File: config.mk
export PLATFORM = sky130hd
export DESIGN_NAME = sw_debounce
export DESIGN_NICKNAME = d
export VERILOG_FILES = /design/src/rtl/sw_debounce.sv
export SDC_FILE = /design/constraint.sdc
export NUM_CORES = 1
export LEC_CHECK = 0
export ABC_CLOCK_PERIOD_IN_PS = 3400
export CAP_MARGIN = 20
export CORE_MARGIN = 2
export CORE_UTILIZATION = 60
export CTS_CLUSTER_DIAMETER = 100
export CTS_CLUSTER_SIZE = 24
export DETAILED_ROUTE_END_ITERATION = 10
export DONT_BUFFER_PORTS = 1
export PLACE_DENSITY = 0.86
export SYNTH_ARGS = -nofsm -noshare
export SYNTH_HDL_FRONTEND = slang
export SYNTH_SLANG_ARGS = --single-unit
File: constraint.sdc
create_clock -name clk -period 3.4 [get_ports clk]
set_input_delay 0.68 -clock clk [delete_from_list [all_inputs] [get_ports clk]]
set_output_delay 0.68 -clock clk [all_outputs]
set_load 0.01 [all_outputs]
File: src/rtl/sw_debounce.sv
// Per-bit two-flop synchroniser and debounce counter with a registered change strobe.
// Macro SW_DEBOUNCE_EDGE_EN adds registered per-bit rise/fall pulses; otherwise they are tied to 0.
module sw_debounce #(
  parameter int WIDTH           = 4,
  parameter int DEBOUNCE_CYCLES = 16
) (
  input  logic             clk,
  input  logic             rst_n,
  input  logic [WIDTH-1:0] sw,
  output logic [WIDTH-1:0] sw_db,
  output logic             sw_chg,
  output logic [WIDTH-1:0] sw_rise,
  output logic [WIDTH-1:0] sw_fall
);

  localparam int            CW      = $clog2(DEBOUNCE_CYCLES);
  localparam logic [CW-1:0] CNT_MAX = CW'(DEBOUNCE_CYCLES - 1);
  localparam logic [CW-1:0] CNT_ONE = CW'(1);

  logic [WIDTH-1:0] r_sw_m;
  logic [WIDTH-1:0] r_sw_s;
  logic [WIDTH-1:0] r_sw_db;
  logic             r_chg;
  logic [CW-1:0]    r_cnt [WIDTH];

  logic [WIDTH-1:0] w_diff;
  logic [WIDTH-1:0] w_upd;

  assign w_diff = r_sw_s ^ r_sw_db;

  // A bit commits when it has disagreed with sw_db on DEBOUNCE_CYCLES consecutive edges.
  always_comb begin
    w_upd = '0;
    for (int i = 0; i < WIDTH; i++) begin
      w_upd[i] = w_diff[i] && (r_cnt[i] == CNT_MAX);
    end
  end

  always_ff @(posedge clk) begin
    if (!rst_n) begin
      r_sw_m  <= '0;
      r_sw_s  <= '0;
      r_sw_db <= '0;
      r_chg   <= 1'b0;
      for (int i = 0; i < WIDTH; i++) begin
        r_cnt[i] <= '0;
      end
    end else begin
      r_sw_m  <= sw;
      r_sw_s  <= r_sw_m;
      r_sw_db <= r_sw_db ^ w_upd;
      r_chg   <= |w_upd;
      for (int i = 0; i < WIDTH; i++) begin
        if (!w_diff[i] || w_upd[i]) begin
          r_cnt[i] <= '0;
        end else begin
          r_cnt[i] <= r_cnt[i] + CNT_ONE;
        end
      end
    end
  end

  assign sw_db  = r_sw_db;
  assign sw_chg = r_chg;

`ifdef SW_DEBOUNCE_EDGE_EN
  logic [WIDTH-1:0] r_rise;
  logic [WIDTH-1:0] r_fall;

  // The committed value is the synchronised bit, so it gives the edge direction.
  always_ff @(posedge clk) begin
    if (!rst_n) begin
      r_rise <= '0;
      r_fall <= '0;
    end else begin
      r_rise <= w_upd & r_sw_s;
      r_fall <= w_upd & ~r_sw_s;
    end
  end

  assign sw_rise = r_rise;
  assign sw_fall = r_fall;
`else
  assign sw_rise = '0;
  assign sw_fall = '0;
`endif

endmodule

After elaboration in Yosys (flattened, before gate mapping)
Memory sizes are Yosys's and may differ from the RTL's.
Index checks and enable logic that the tools add are counted.
{"block": "word_totals", "reg_bits": 13, "ramBits": 16, "inputBits": 6, "wordCells": 69, "memories": 1}
{"name": "r_cnt", "depth": 4, "word_bits": 4, "read_ports": 4, "rd_clocked_by_memory_dff": 0, "write_ports": 4, "line_no": "24", "rtl": "logic [CW-1:0] r_cnt [WIDTH];"}
{"block": "classes", "n_addsub": 4, "n_eq_ne": 4, "mux": 33, "bitwise_logic": 10, "reduce_logical": 13}
{"cell": "two-way mux 4 bit", "count": 8}
{"cell": "two-way mux 1 bit", "count": 25}
{"cell": "adder 4 x 1 -> 4 bit (second input constant)", "count": 4}
{"cell": "== test 4 bit (second input constant)", "count": 4}
{"cell": "bitwise OR 1 bit", "count": 8}
{"cell": "XOR 4 bit", "count": 2}
{"cell": "logical AND 1 bit", "count": 4}
{"cell": "zero test 1 bit", "count": 4}
{"cell": "logical OR 1 bit", "count": 4}
{"cell": "OR reduction 4 bit", "count": 1}

Depth between registers and ports, before layout
Gate-level depths: netlist of the first run.
An unclocked memory read counts as a cell.
{"block": "logic_depth", "word_depth": 9, "depth_mapped": 4}

Worst setup path after synthesis of the first run
No wires, ideal clock.
{"block": "synth_timing", "kind": "input to register", "from": "input rst_n", "to": "memory r_cnt[0][2] (netlist bit), data pin", "setup_time_ps": 256, "arrival_time_ps": 964, "slack_ps": 2180, "cell_stages": 2, "path_cell_list": "clkbuf_2 -> and3_2"}
{"item": "start: declaration", "line_no": "8", "rtl": "input logic rst_n,"}
{"item": "end: declaration", "line_no": "24"}

==> results.toml, run 1 <==
[outcome]
run_status = "finished clean"

[worst_setup_path]
cp.required_ns = 2.72
critPathLaunchType = "register"
path_class = "reg2out"
endpoint_kind = "primary output"
arrival_ns = 0.76
path_max_fanout = 3

[global_routing]
grt_max_degree = 18
overflow = 0
grt_pass1_wl_um = 2856
grt_use_total_pct = 16.06
grt_pass1_vias = 721
antenna_found_initial = 0

[yosys]
synth_seq_cells = 29
ys_warn_count = 0
avgSynthCellArea_um2 = 11.55
ys_seq_area_share_pct = 58.33
synth_cell_type_count = 17
synth_cells = 110
synth_edf_count = 16
synthFlopType = "edfxtp_1"
synth_area_um2 = 1270
async_flop_share_pct = 0

[clocking]
clk_pin_slew_ns = 0.10
cts_hold_buf = 0
postCtsSetupBuffers = 0
cts_sinks = 29
cts_root_buf = "clkbuf_4"
clock_tree.buffer_depth = 2
cts_buffers = 5
post_cts_resized = 0
h-tree-depth = 2
cts_tree = "done"
clk_latency_ns = 0.33

[route]
postRouteAntennaNets = 0
vias = 746
avgViaCountPerCell = 4.722
wl_um = 1702
wl_per_cell_um = 10.77
drt-pass1-iter-count = 4
drt_iter0_drc = 10
drc = 0

[sta]
finalSetupTns_ns = 0
setup_viol = 0
timing_max_transition_violations_final = 0
fmax_ghz = 0.6935
whs_ns = 0.4263
fin_crit_ns = 1.442
rsz0062_at_grt = "no"
finalHoldViolations = 0
period_share_pct = 42.41
fin_skew_ns = 0.01395

[pwr]
power_density_nw_per_um2 = 439.5
power_mw = 0.6027
ir_drop_v = 0.0003609
leakage_nw = 0.6397

[floorplan]
ios = 19
die_x_um = 50.01
rows = 16
initial_core_util_pct = 64.08
die-area_um2 = 2501
die_y_um = 50.01
coreArea_um2 = 1982

[run]
max-cap-violations = 0

[finish]
layout.nets = 140
syn2layout_area_growth_pct = 7.981
n_antenna_cell = 0
drive_gt1_share_pct = 6.870

[place]
dp_hpwl_um = 1318
gp_congestion = 0.8011
io_buffer_count = 0

[min_path]
timing.hold.worst.class = "reg2reg"
[cell families (layout without fill, tap and decap cells)]
group	after synthesis	after routing	share of synthesized area, %
flops	29	29	58.33
fa+ha+maj	4	4	3.941
mux	4	4	3.153
simple gates	44	44	17.83
other cells	2	24	0.5914
compound gates	1	1	1.281
buf+inv	14	13	6.601
xor+xnor	12	12	8.276
[layout by cell type (no fill, tap or decap)]
cell,instances
a41oi_2,1
and2_1,8
and3_1,3
and3_2,1
clkbuf_4,5
clkinv_1,2
clkinv_2,1
conb_1,24
dfxtp_1,13
edfxtp_1,16
ha_1,4
inv_1,5
mux2i_1,4
nand2b_1,4
nand3_1,11
nand3_2,1
nor2_1,16
xor2_1,12
[Yosys cell counts (all sizes together) (2+ instances only)]
| cell | count | share of area [%] |
|---|---|---|
| nand2b | 4 | 2.0 |
| and2 | 8 | 3.9 |
| ha | 4 | 3.9 |
| edfxtp | 16 | 38 |
| xor2 | 12 | 8.3 |
| inv | 5 | 1.5 |
| dfxtp | 13 | 20 |
| conb | 2 | 0.59 |
| buf | 8 | 4.7 |
| nor2 | 16 | 4.7 |
| nand3 | 12 | 5.1 |
| mux2i | 4 | 3.2 |
| and3 | 4 | 2.1 |
[routing by layer]
metal	part of all wire (%)	global-route usage, %
met1	40	16.80
met2	52	25.66
met3	7.4	8.182
met4	1.0	9.259
met5	0	0
[layout make-up]
class / instances / area [µm²]
inverters: 5 / 18.77
flip-flops and latches: 29 / 740.7
clock buffers: 5 / 37.54
clock inverters: 3 / 12.51
multi-input cells: 89 / 528.0
fillers: 156 / 610.6
well taps: 27 / 33.78
[final timing paths]
path                                     to  depth (start not counted)  slack, ns                       from
setup / recovery                   sw_db[0]                          0       1.96                   register
hold / removal         r_sw_s[2]$_SDFF_PN0_                          1       0.43       r_sw_m[2]$_SDFF_PN0_
setup reg to reg  r_cnt[0][2]$_SDFFCE_PN0P_                          3       2.15  r_cnt[0][0]$_SDFFCE_PN0P_
hold reg to reg        r_sw_s[2]$_SDFF_PN0_                          1       0.43       r_sw_m[2]$_SDFF_PN0_
[through the flow]
stage | cell area [µm²] | cells | setup WS (ns) | util, %
2_1_floorplan | 1353 | 132 | 2.180 | -
3_3_place_gp | 1321 | 150 | 2.185 | 66.67
3_5_place_dp | 1321 | 150 | 2.155 | 66.67
4_1_cts | 1371 | 158 | 1.945 | 69.19
5_1_grt | 1371 | 158 | 1.913 | 69.19
6_report | 1371 | 158 | 1.958 | 69.19
[power breakdown]
part	leakage, nW	internal, mW	total, mW	switching (mW)
Clock	0.0300	0.0745	0.185	0.110
Sequential	0.271	0.382	0.391	0.00826
Combinational	0.338	0.00974	0.0271	0.0174
(Power assumes the default switching activity.)
==> run 2, diff against run 1 <==
Settings changed: ABC_AREA from default to 1, ABC_CLOCK_PERIOD_IN_PS 3400 to 1510.
Clock period 3.4 ns to 1.51 ns, I/O delays scaled along.
==> run 2 against run 1 <==
Net effect: core utilization fell by 2.9 points; sequential share of layout area fell by 2.0 points; non-clock buffer count did not move; register-to-register slack got worse by 1.9 ns; critical path depth rose by 4; die area rose by 4.1%; cell count rose by 20%; area after synthesis rose by 4.4%.
==> results.toml, run 2 <==
[yosys]
synth_xor_area_share_pct = 5.283
synth_top_family_by_area = "simple AND/OR/NAND/NOR gates"
synth-simple-area-share_pct = 18.49
yosysMostFrequentCell = "nand2_1"
synthFlopType = "edfxtp_1"
yosys-top-cells-area = "edfxtp_1 (36%), dfxtp_1 (20%), nand2_1 (7.4%), inv_1 (5.7%), buf_4 (5.1%)"
synth_mux_area_share_pct = 0
synth_area_um2 = 1326
synth_seq_cells = 29
synth_area_leader_cell = "edfxtp_1"
synthTopCellsByCount = "nand2_1 (26), inv_1 (20), nor2_1 (18)"
synth-compound-area-share_pct = 3.019
synth_edf_count = 16
synth_fa_ha_area_share_pct = 3.774
ys_seq_area_share_pct = 55.85
yosysTopAreaCellShare_pct = 36.23
avgSynthCellArea_um2 = 9.340
ys_warn_count = 0
synth_cells = 142
synth_cell_type_count = 17
async_flop_share_pct = 0

[route]
drt-pass1-iter-count = 4
routed.top_layer = "met4"
vias = 874
wl_um = 2034
wl_met2_um = 1101
wl_met1_um = 779
wl_per_cell_um = 10.71
avgViaCountPerCell = 4.600
drt_iter0_drc = 17
wl_met3_um = 127
drc = 0
postRouteAntennaNets = 0

[global_routing]
grt_use_total_pct = 19.03
grt_pass1_vias = 867
antenna_found_initial = 0
grt_pass1_wl_um = 3401
overflow = 0
grt_max_degree = 18

[worst_setup_path]
endpoint = "r_cnt[2][2]$_SDFFCE_PN0P_"
cp_slowest_cell = "edfxtp_1"
crit_family = "flip-flops"
critPathBufInv = 0
r2r_cells = 4
cp_cell_sequence = "ha_1 -> nand3_2 -> nand3_1 -> nor2_1"
cp.required_ns = 1.69
endpoint_kind = "register"
path_class = "reg2reg"
worst-path-stages = 4
critPathLaunchType = "register"
ff2ff_setup_slack_ns = 0.28
cp-startpoint = "r_cnt[2][0]$_SDFFCE_PN0P_"
r2r-end = "r_cnt[2][2]$_SDFFCE_PN0P_"
max_stage_delay_ns = 0.42
rr_startpoint = "r_cnt[2][0]$_SDFFCE_PN0P_"
arrival_ns = 1.41
path_max_fanout = 4

[clocking]
cts_sinks = 29
cts_root_buf = "clkbuf_4"
cts_buffers = 5
post_cts_resized = 0
postCtsSetupBuffers = 0
clk_pin_slew_ns = 0.08
cts_hold_buf = 0
h-tree-depth = 2
clk_latency_ns = 0.33
clock_tree.buffer_depth = 2
cts_tree = "done"

[sta]
fin_crit_ns = 1.229
period_share_pct = 81.42
timing_max_transition_violations_final = 0
finalHoldViolations = 0
fmax_ghz = 0.8134
fin_skew_ns = 0.008260
finalSetupTns_ns = 0
rsz0062_at_grt = "no"
setup_viol = 0

[finish]
final_common_cell = "nand2_1"
final_area_um2 = 1424
fillCellCount = 163
drive_gt1_share_pct = 7.407
n_antenna_cell = 0
syn2layout_area_growth_pct = 7.359
layout_common_cells = "nand2_1 (26), conb_1 (24), inv_1 (20)"
layout.nets = 171

[pwr]
switching_share_pct = 22.33
ir_drop_v = 0.0008636
leakage_nw = 0.6662
power.switching_mw = 0.3213
power_density_nw_per_um2 = 1011
p_comb_share_pct = 5.1
clockPowerShare_pct = 33.4
internal-power_mw = 1.118
p_seq_share_pct = 61.5

[place]
gp_congestion = 0.6641
dp_hpwl_um = 1613
io_buffer_count = 0
dpl_cell_area_um2 = 1365

[floorplan]
coreArea_um2 = 2148
die_x_um = 51.02
initial_core_util_pct = 61.74
die_y_um = 51.02
die-area_um2 = 2603
rows = 17
ios = 19

[min_path]
timing.hold.worst.class = "in2reg"

[outcome]
run_status = "finished clean"

[run]
max-cap-violations = 0
## run 2: metal layers
layer,GRT usage [%],vias up
met2,35.06,24
li1,-,446
met1,17.32,399
met3,9.357,5
met4,8.108,0
met5,0,-
## run 2: cells by family after synthesis
kind of cell / Yosys count
AO/OA/AOI/OAI: 8
adder cells (fa/ha/maj): 4
XOR/XNOR: 8
AND/OR/NAND/NOR: 56
flip-flops: 29
buffers and inverters: 35
other: 2
## run 2: power by group through the flow
| stage | logic [mW] | clock network (mW) | registers (mW) |
|---|---|---|---|
| 4_1_cts | 0.0710 | 0.494 | 0.886 |
| 2_1_floorplan | 0.0856 | 0 | 0.898 |
| 3_3_place_gp | 0.0656 | 0 | 0.901 |
| 5_1_grt | 0.0860 | 0.530 | 0.889 |
| 3_5_place_dp | 0.0707 | 0 | 0.904 |
| 6_report | 0.0728 | 0.481 | 0.886 |
## run 2: worst min-delay path by stage
stage / startpoint / endpoint / slack (ns) / cells after the start
after floorplan: r_sw_m[0]$_SDFF_PN0_ / r_sw_s[0]$_SDFF_PN0_ / 0.39 / 2
after global placement: r_sw_m[0]$_SDFF_PN0_ / r_sw_s[0]$_SDFF_PN0_ / 0.39 / 2
after detailed placement: r_sw_m[3]$_SDFF_PN0_ / r_sw_s[3]$_SDFF_PN0_ / 0.40 / 2
after CTS: rst_n / r_sw_s[0]$_SDFF_PN0_ / 0.06 / 2
after global routing: rst_n / r_sw_s[0]$_SDFF_PN0_ / 0.06 / 2
final: rst_n / r_sw_s[0]$_SDFF_PN0_ / 0.08 / 2
## run 2: final cells by class
cell class              instances  area, µm²  share of cell area, %
flip-flops and latches         29      740.7                  52.02
clock buffers                   8      58.81                  4.130
inverters                      25      93.84                  6.590
well taps                      28      35.03                  2.460
multi-input cells             100      495.5                  34.80
## run 2: metrics by stage
| step | cells | power, mW | hold slack, ns | setup WS (ns) | utilization, % |
|---|---|---|---|---|---|
| 2_1_floorplan | 164 | 0.9833 | 0.3905 | 0.4096 | - |
| 3_3_place_gp | 182 | 0.9664 | 0.3921 | 0.3445 | 63.54 |
| 3_5_place_dp | 182 | 0.9746 | 0.4013 | 0.2927 | 63.54 |
| 4_1_cts | 190 | 1.451 | 0.06281 | 0.2678 | 66.28 |
| 5_1_grt | 190 | 1.505 | 0.05515 | 0.1901 | 66.28 |
| 6_report | 190 | 1.439 | 0.07536 | 0.2806 | 66.28 |
==> run 3, diff against run 2 <==
Settings changed: ABC_CLOCK_PERIOD_IN_PS 1510 to 1000, CORE_UTILIZATION 60 to 55, PLACE_DENSITY 0.86 to 0.83.
Clock period 1.51 ns to 1 ns, I/O delays scaled along.
==> run 3 against run 2 <==
Net effect: the flow now finishes with violations (negative setup slack); flip-flop and latch count is the same; sequential share of layout area shrank 10 points; setup slack lost 0.43 ns; cell count grew 10%; routed wire length grew 19%; largest power group unchanged; highest routed layer unchanged.
==> results.toml, run 3 (synthesis gave the netlist of run 2 again) <==
[place]
io_buffer_count = 0
gp_congestion = 0.7053
dpl.cell_count = 189
dp_hpwl_um = 1490
pre_cts_slack_ns = -0.1289

[outcome]
run_status = "finished with violations"
violations = "negative setup slack"

[pwr]
leakage_nw = 0.8037
switching_share_pct = 23.87
ir_drop_v = 0.001296
power_density_nw_per_um2 = 1320
power.switching_mw = 0.5639
p_comb_share_pct = 8.0
p_seq_share_pct = 57.2
internal-power_mw = 1.799
clockPowerShare_pct = 34.8

[clocking]
cts_tree = "done"
h-tree-depth = 2
clk_pin_slew_ns = 0.10
cts_sinks = 29
cts_root_buf = "clkbuf_4"
clock_tree.buffer_depth = 2
clk_latency_ns = 0.33
cts_buffers = 5

[floorplan]
ios = 19
die_y_um = 53.11
die_x_um = 53.11
initial_core_util_pct = 58.82
die-area_um2 = 2820
coreArea_um2 = 2255
rows = 17

[global_routing]
grt_pass1_wl_um = 4008
grt_pass1_vias = 943
antenna_found_initial = 0
overflow = 0
grt_max_degree = 13
grt_use_total_pct = 20.87

[sta]
finalHoldViolations = 0
maxSlewHeadroom_pct = 66.65
worst_pin_slew_ns = 0.5003
postLayoutSetupSlackWorst_ns = -0.1533
period_share_pct = 115.3
fin_skew_ns = 0.01264
fin_crit_ns = 1.153
timing_max_transition_violations_final = 0
setup_viol = 23
rsz0062_at_grt = "yes"
fmax_ghz = 0.8671

[route]
postRouteAntennaNets = 0
wl_per_cell_um = 11.62
drt_iter0_drc = 19
drt-pass1-iter-count = 4
vias = 967
avgViaCountPerCell = 4.627
wl_um = 2429
drc = 0

[worst_setup_path]
cp.required_ns = 1.10
path_max_fanout = 3
endpoint_kind = "register"
critPathLaunchType = "register"
arrival_ns = 1.26
path_class = "reg2reg"
ff2ff_setup_slack_ns = -0.15

[finish]
layout.nets = 190
syn2layout_area_growth_pct = 34.91
layout_common_cells = "nand2_1 (24), conb_1 (24), inv_1 (20)"
fillCellCount = 155
fin_cells = 209
drive_gt1_share_pct = 32.04
n_antenna_cell = 0

[min_path]
timing.hold.worst.class = "in2reg"

[run]
max-cap-violations = 0
## run 3: changes by cell type in the layout (fill, tap and decap cells not counted), sizes merged
| cell | change |
|---|---|
| clkinv | +1 |
| dlymetal6s4s | +1 |
| clkbuf | -1 |
| buf | +14 |
| dlygate4sd3 | +4 |
## run 3: path summary, 6_finish.rpt
kind,startpoint,cells after the start,endpoint
worst max-delay path,r_cnt[2][0]$_SDFFCE_PN0P_,4,r_cnt[2][3]$_SDFFCE_PN0P_
worst min-delay path,rst_n,2,register
worst max register to register,r_cnt[2][0]$_SDFFCE_PN0P_,4,r_cnt[2][3]$_SDFFCE_PN0P_
worst min register to register,r_sw_m[0]$_SDFF_PN0_,2,r_sw_s[0]$_SDFF_PN0_
## run 3: power groups by stage
stage	clock [mW]	combinational [mW]	sequential, mW
after floorplan	0	0.140	1.36
after CTS	0.834	0.170	1.34
after global placement	0	0.115	1.36
after global routing	0.896	0.214	1.36
final	0.822	0.190	1.35
after detailed placement	0	0.122	1.37
## run 3: cell type report
class                   instances  area (µm²)  area share [%]
well taps                      28       35.03           1.958
flip-flops and latches         29       745.7           41.68
inverters                      25       97.59           5.455
clock inverters                 1       5.005          0.2797
multi-input cells             100       660.6           36.92
clock buffers                   7       65.06           3.636
repair buffers                 19       180.2           10.07
## run 3: what timing repair did
item                                   in CTS  in global routing
resized for setup                          21                 11
hold buffers                                5                  0
setup endpoints to repair                  25                 25
buffers inserted                            6                  1
endpoints found under the hold margin      12                  0
pin swaps                                   9                  5
## run 3: metrics by stage
step           hold WS, ns  area [µm²]  power, mW  TNS (ns)  util, %
2_1_floorplan       0.2976        1478      1.502   -0.4613        -
3_3_place_gp        0.2974        1486      1.480    -1.046    65.93
3_5_place_dp        0.3023        1486      1.492    -1.700    65.93
4_1_cts          0.0003089        1733      2.348    -1.929    76.86
5_1_grt            0.01309        1789      2.465    -3.413    79.36
6_report           0.02595        1789      2.362    -2.202    79.36
## run 3: worst max-delay path, cell delays in order (launching register included)
cell,delay [ns]
edfxtp_1,0.47
buf_4,0.17
nand3_2,0.07
xor2_1,0.15
nor2_1,0.06
## run 3: metal layers
metal | track usage [%] | wire length (µm) | vias to the layer above
met2 | 35.00 | 1188 | 23
met4 | 10.26 | 55 | 0
met1 | 22.45 | 1064 | 447
met5 | 0 | 0 | -
met3 | 8.757 | 121 | 7
li1 | - | - | 490
